`config.mk`:
```
export PLATFORM = sky130hd
export DESIGN_NAME = delay_line_var
export DESIGN_NICKNAME = d
export VERILOG_FILES = /design/src/rtl/delay_line_var.sv
export SDC_FILE = /design/constraint.sdc
export NUM_CORES = 1
export LEC_CHECK = 0
export ABC_AREA = 1
export CORE_UTILIZATION = 45
export CTS_CLUSTER_DIAMETER = 40
export DETAILED_ROUTE_END_ITERATION = 10
export HOLD_SLACK_MARGIN = 0.06
export PLACE_DENSITY_LB_ADDON = 0.2
export RECOVER_POWER = 50
export SYNTH_ARGS = -nofsm -noshare
export SYNTH_HDL_FRONTEND = slang
export SYNTH_SLANG_ARGS = --single-unit
export TNS_END_PERCENT = 1
```
`constraint.sdc`:
```
create_clock -name clk -period 16.85 [get_ports clk]
set_input_delay 1.685 -clock clk [delete_from_list [all_inputs] [get_ports clk]]
set_output_delay 1.685 -clock clk [all_outputs]
set_load 0.1 [all_outputs]
```
`src/rtl/delay_line_var.sv`:
```
// Multi-channel valid-tagged delay line with run-time selectable delay (0..MAX_DELAY).
// Reports refill after reconfiguration or flush on busy_out.
module delay_line_var #(
  parameter int unsigned DATA_WIDTH = 16,
  parameter int unsigned NUM_CH     = 2,
  parameter int unsigned MAX_DELAY  = 16,
  localparam int unsigned DLY_W     = $clog2(MAX_DELAY + 1)
) (
  input  logic                         clk,
  input  logic                         rst,
  input  logic                         en_in,
  input  logic                         flush_in,
  input  logic                         cfg_load_in,
  input  logic [DLY_W-1:0]             cfg_delay_in,
  input  logic                         src_valid_in,
  input  logic [NUM_CH*DATA_WIDTH-1:0] src_data_in,
  output logic                         dst_valid_out,
  output logic [NUM_CH*DATA_WIDTH-1:0] dst_data_out,
  output logic                         busy_out,
  output logic                         cfg_err_out,
  output logic [DLY_W-1:0]             cur_delay_out
);

  localparam int unsigned BUS_W = NUM_CH * DATA_WIDTH;
  localparam int unsigned IDX_W = (MAX_DELAY > 1) ? $clog2(MAX_DELAY) : 1;
  localparam logic [DLY_W-1:0] MAX_D = DLY_W'(MAX_DELAY);

  typedef enum logic {
    ST_RUN  = 1'b0,
    ST_FILL = 1'b1
  } state_e;

  logic [BUS_W-1:0]     stage_q [MAX_DELAY];
  logic [MAX_DELAY-1:0] tag_q;
  logic [MAX_DELAY-1:0] tag_d;
  logic [DLY_W-1:0]     delay_q;
  logic                 cfg_err_q;
  state_e               state_q;
  state_e               state_d;
  logic [DLY_W-1:0]     cnt_q;
  logic [DLY_W-1:0]     cnt_d;
  logic [DLY_W:0]       cnt_inc;
  logic [DLY_W:0]       cnt_last;
  logic [IDX_W-1:0]     tap_idx;

  // Valid-tag chain: shift on enable, then apply clears (load keeps the same-edge sample).
  always_comb begin
    tag_d = tag_q;
    if (en_in) begin
      tag_d[0] = src_valid_in;
      for (int unsigned i = 1; i < MAX_DELAY; i++) begin
        tag_d[IDX_W'(i)] = tag_q[IDX_W'(i - 1)];
      end
    end
    if (cfg_load_in) begin
      tag_d    = '0;
      tag_d[0] = en_in & src_valid_in;
    end else if (flush_in) begin
      tag_d = '0;
    end
  end

  always_ff @(posedge clk) begin
    if (rst) begin
      for (int unsigned i = 0; i < MAX_DELAY; i++) begin
        stage_q[IDX_W'(i)] <= '0;
      end
      tag_q     <= '0;
      delay_q   <= MAX_D;
      cfg_err_q <= 1'b0;
    end else begin
      if (en_in) begin
        stage_q[0] <= src_data_in;
        for (int unsigned i = 1; i < MAX_DELAY; i++) begin
          stage_q[IDX_W'(i)] <= stage_q[IDX_W'(i - 1)];
        end
      end
      tag_q     <= tag_d;
      cfg_err_q <= cfg_load_in && (cfg_delay_in > MAX_D);
      if (cfg_load_in) begin
        delay_q <= (cfg_delay_in > MAX_D) ? MAX_D : cfg_delay_in;
      end
    end
  end

  // Refill tracker state register.
  always_ff @(posedge clk) begin
    if (rst) begin
      state_q <= ST_RUN;
      cnt_q   <= '0;
    end else begin
      state_q <= state_d;
      cnt_q   <= cnt_d;
    end
  end

  // Leave FILL on the enabled edge where the count reaches delay_q-1.
  always_comb begin
    state_d  = state_q;
    cnt_d    = cnt_q;
    cnt_inc  = {1'b0, cnt_q} + (DLY_W + 1)'(1);
    cnt_last = {1'b0, delay_q} - (DLY_W + 1)'(1);
    if (cfg_load_in || flush_in) begin
      state_d = ST_FILL;
      cnt_d   = '0;
    end else if (state_q == ST_FILL) begin
      if (delay_q == '0) begin
        state_d = ST_RUN;
      end else if (en_in) begin
        cnt_d = cnt_inc[DLY_W-1:0];
        if (cnt_inc >= cnt_last) begin
          state_d = ST_RUN;
        end
      end
    end
  end

  assign tap_idx = IDX_W'(delay_q - DLY_W'(1));

  // Output tap; delay 0 bypasses the line combinationally.
  always_comb begin
    dst_valid_out = 1'b0;
    dst_data_out  = '0;
    if (delay_q == '0) begin
      dst_valid_out = src_valid_in;
      dst_data_out  = src_data_in;
    end else begin
      dst_valid_out = tag_q[tap_idx];
      dst_data_out  = stage_q[tap_idx];
    end
  end

  assign busy_out      = (state_q == ST_FILL);
  assign cfg_err_out   = cfg_err_q;
  assign cur_delay_out = delay_q;

endmodule

```
# [After elaboration in Yosys (flattened, before gate mapping)]
# Memory sizes are Yosys's and may differ from the RTL's.
# Cells that the tools add are included.
[totals] register_bits=28 ramBits=512 in_bits=43 output_inout_bits=40 wordCells=72 memories=1
[op_classes] add_sub_neg=3 order_cmp=3 muxes=34 bitwise=18 n_reduce_logical=7
[memory_table] name="stage_q" words=16 word_bits=32 read_ports=16 rd_clocked_by_memory_dff=0 wr=16 line="33" rtl="logic [BUS_W-1:0] stage_q [MAX_DELAY];"
[op_table] cell="$mux W32" n=17
[op_table] cell="$or A1 B1 Y1" n=16
[op_table] cell="$mux W1" n=15
[op_table] cell="$add A5 B1 Y6 const B" n=1
[op_table] cell="$ge A6 B6 Y1" n=1
[op_table] cell="$sub A5 B1 Y6 const B" n=1
[op_table] cell="$gt A5 B5 Y1 const B" n=1
[op_table] cell="$logic_not A5 Y1" n=1
[op_table] cell="$lt A4 B5 Y1 const B" n=1
[op_table] cell="$mux W5" n=1
[op_table] cell="$bmux W1 S4" n=1
[op_table] cell="$sub A4 B1 Y4 const B" n=1
[op_table] cell="$reduce_and A3 Y1" n=1
[op_table] cell="$reduce_bool A3 Y1" n=1
[op_table] cell="$reduce_or A3 Y1" n=1
[op_table] cell="$reduce_or A2 Y1" n=1
[op_table] cell="$and A1 B1 Y1" n=1
[op_table] cell="$logic_and A1 B1 Y1" n=1
[op_table] cell="$logic_or A1 B1 Y1" n=1
[op_table] cell="$not A1 Y1" n=1

# [Logic depth before layout (Yosys ltp)]
[depth] word_depth=7 mapped_depth=17 ltp_nobuf=14

# [Worst setup path before layout]
# Ideal clock, no wire load.
[synth_timing] path_kind="input to register" start="input port en_in" end="register tag_q[0]" t_arrival_ns=13.493 t_required_ns=16.248 setup_slack_ns=2.754 cell_stages=3 path_cell_list="inv_1 nand2_1 o21ai_0"
[synth_between] elab_chain_len=2 elab_cells_between_ends=3 cone_classes="mux (1); bitwise (1); reduce/logical (1)"
[synth_lines] element="from (decl)" line="11" rtl="input logic en_in,"
[synth_lines] element="$and A1 B1 Y1" line="57" rtl="tag_d[0] = en_in & src_valid_in;"
[synth_lines] element="$mux W1" line="55" rtl="if (cfg_load_in) begin"
[synth_lines] element="to (signal assigned)" line="78" rtl="tag_q <= tag_d;"
[synth_lines] element="to (decl)" line="34" rtl="logic [MAX_DELAY-1:0] tag_q;"
# Parallel ways exist; a longest one is shown, timed or not.
# A chain may end at the register's enable or synchronous reset.

==> implementation parameters <==
Parameter                              Value

Outcome
  Failing checks    capacitance limit, slew limit
  Status    finished, violations left

Run
  Max-Cap Viols    5

Worst setup path
  Setup crit end kind    flip-flop
  Required time at the worst-slack endpoint    17.02 ns
  Max incr delay on CP    3.00 ns
  Worst setup path class    in2reg
  Crit path top cell by count    sky130_fd_sc_hd__clkbuf_1
  Critical path launch point type    primary input
  Arr. time, crit path    10.39 ns
  Library cell contributing the largest single delay on the critical path    sky130_fd_sc_hd__clkbuf_1
  Ordered cell list for the critical path    clkbuf_1, inv_1, nand2_1, clkbuf_1, nor2_1
  Largest fanout on the critical path    96

Min path
  Worst min-delay path class    reg2reg

Pwr
  Share of total power in sequential cells    0.417
  Leakage dissipation    12.7 nW
  Net switching power    1.11 mW
  Worst vdd ir    0.0893 mV
  Cell internal power dissipation    2.76 mW
  Clock share of power    0.421
  PD cells    129 nW/µm²
  Gate power share    0.163
  Sw frac    0.287

Floorplan
  Vert. Die Dim    244 µm
  Starting density of the core    0.456
  Width of the die    244 µm
  Core box area    57700 µm²
  Placement row count    88
  Overall die area    59400 µm²
  Number of placed I/O pins    83

Routing
  Number of vias per cell after detailed routing    4.93
  Overall routed net length    59100 µm
  Detailed router's first-iteration violation count    1698
  Residual DRC    0
  Vias post-DR    19200
  Pre-antenna DRT Iters    5
  Average routed wire per standard cell    15.1 µm
  Number of nets with antenna violations after detailed routing    0

Timing
  Final setup fails    0
  Final worst path period need    10.21 ns
  Final count of pins violating max slew    396
  Setup repair after global routing missed its margin    no
  Final hold violation count    0
  Maximum achievable frequency    97.9 MHz
  Setup slack of the critical path after layout    6.64 ns
  Summed negative setup slack over all endpoints    0 ns
  Worst slack on hold paths    0.467 ns
  Post-Route Skew    0.0109 ns
  Final clock period utilization by the worst path    0.606
  Relative max-transition margin    -1.93
  Slew at the pin with the worst max-slew slack    4.40 ns

Final layout
  Non-filler cells, final    3902
  Fraction of layout instances using a drive strength above 1    0.0488
  Final core occ    0.520
  Antenna diode count    0
  Number of nets in the final layout    3129
  Synth-to-layout area growth    14.2%

Yosys
  Number of flip-flops and latches in the synthesized netlist    540
  Fraction of registers with async set or reset after synthesis    0
  Number of enable flip-flop cells after synthesis    512
  Net count after synthesis    3122
  Synthesis warning total    0
  Number of instances in the synthesized netlist    3071
  Post-synth top area cell    sky130_fd_sc_hd__edfxtp_1
  Synth area leaders    sky130_fd_sc_hd__edfxtp_1, sky130_fd_sc_hd__nand2_1, sky130_fd_sc_hd__nand3_1, sky130_fd_sc_hd__inv_1, sky130_fd_sc_hd__nor2_1
  Sequential share of the synthesized area    0.606
  Proportion of netlist area held by the largest area contributor    0.585
  Unique masters post-synth    27
  Mean area per synthesized cell    8.56 µm²
  Primary FF master, synth    sky130_fd_sc_hd__edfxtp_1
  Summed instance area of the synthesized netlist    26300 µm²

Clock tree
  Clock latency at the later pin of the worst-skew pair    0.59 ns
  Number of buffers inserted by hold repair at cts    0
  Number of post-CTS setup repair buffers    0
  Maximum clock path buffer count    3
  Number of instances resized during post-cts repair    0
  Level count of the clock H-tree    3
  Clock Pin Slew Worst Setup and Hold Paths    0.06 ns
  Clock tree from TritonCTS    built
  TritonCTS Buffers    73
  Total clock sinks    540
  Clock root cell    sky130_fd_sc_hd__clkbuf_16

Global routing
  Overall routing resource usage    0.201
  Antenna violations before repair    0
  Grt total ovfl    0
  Wire length of the first global-routing pass    96600 µm
  Number of global-route vias before repair    18200
  Maximum number of pins on one net before global-route repair    113

Placement
  Setup slack after placement    10.33 ns
  Placed wire-length estimate after detailed placement    32100 µm
  Placed Instances    3768
  Placer Congestion    0.774
  Number of I/O port buffers    82
==> layer usage <==
| metal | vias up | share of wire | GRT usage | wire length (µm) |
|---|---|---|---|---|
| met4 | 0 | 0.018 | 0.0632 | 1080 |
| met3 | 76 | 0.053 | 0.0304 | 3150 |
| met1 | 9086 | 0.48 | 0.296 | 28300 |
| met2 | 477 | 0.45 | 0.306 | 26600 |
| li1 | 9582 | - | - | - |
| met5 | - | 0 | 0 | 0 |
==> cells by family (layout without fill, tap and decap cells) <==
| group | Yosys count | count (layout) | synth area share |
|---|---|---|---|
| and+or+nand+nor | 1774 | 1774 | 0.273 |
| buffers and inverters | 710 | 776 | 0.108 |
| DFF | 540 | 540 | 0.606 |
| AOI/OAI and AO/OA | 35 | 35 | 0.00756 |
| adders and majority gates | 8 | 8 | 0.00381 |
| xor gates and xnor gates | 4 | 4 | 0.00162 |
==> path summary, 6_finish.rpt <==
path                    endpoint  slack [ns]  depth (start not counted)              from
hold / removal         tag_q[15]        0.47                          2         tag_q[15]
setup / recovery  stage_q[0][23]        6.64                          5               rst
hold reg to reg        tag_q[15]        0.47                          2         tag_q[15]
setup reg to reg        busy_out       13.75                         11  cur_delay_out[0]
==> flip-flops by register name (all words and copies together), names as in the netlist <==
| name | cells |
|---|---|
| cnt_q | 5 |
| cur_delay_out | 5 |
| cfg_err_out | 1 |
| stage_q | 512 |
| tag_q | 16 |
| busy_out | 1 |
==> critical path, delay by kind of cell <==
kind | cells | cell delay (ns)
AND/OR/NAND/NOR | 2 | 2.01
buffers and inverters | 3 | 6.53
==> per-stage QoR <==
stage,area [µm²],total power [mW]
2_1_floorplan,26300,2.11
3_3_place_gp,27500,2.26
3_5_place_dp,27500,2.26
4_1_cts,30100,3.90
5_1_grt,30000,4.02
6_report,30000,3.87
==> power by group through the flow <==
stage	registers, mW	logic [mW]	clock network (mW)
finish	1.61	0.629	1.63
global route	1.62	0.686	1.71
CTS	1.61	0.633	1.66
detailed placement	1.64	0.628	0
global placement	1.63	0.625	0
floorplan	1.66	0.452	0
==> final cells by class <==
| cell class | count | area (µm²) |
|---|---|---|
| Clock inverter | 52 | 626 |
| Multi-Input combinational cell | 1821 | 7540 |
| Tap cell | 765 | 957 |
| Timing Repair Buffer | 107 | 995 |
| Clock buffer | 82 | 1950 |
| Sequential cell | 540 | 15900 |
| Inverter | 535 | 2020 |
| Fill cell | 5355 | 27700 |
==> cells in the final DEF, fill, tap and decap left out, drive strengths merged <==
cell / count
nor3: 1
o41ai: 1
o21ai: 3
clkbuf: 85
inv: 543
dlygate4sd3: 6
dfxtp: 28
ha: 8
buf: 23
xor2: 4
clkdlybuf4s50: 75
a21oi: 23
clkinv: 29
nand4: 1
a211oi: 4
o211ai: 1
edfxtp: 512
nor2: 519
bufinv: 13
nand2: 847
clkinvlp: 2
or2: 1
o21bai: 2
nand3: 405
a21o: 1
==> synth_stat cells (all sizes together) (4+ instances only) <==
master / count
a21oi: 23
nand3: 405
clkbuf: 44
a211oi: 4
nand2: 847
dfxtp: 28
inv: 534
nor2: 519
buf: 131
ha: 8
xor2: 4
edfxtp: 512
No activity file was read; power rests on OpenSTA's default activity.
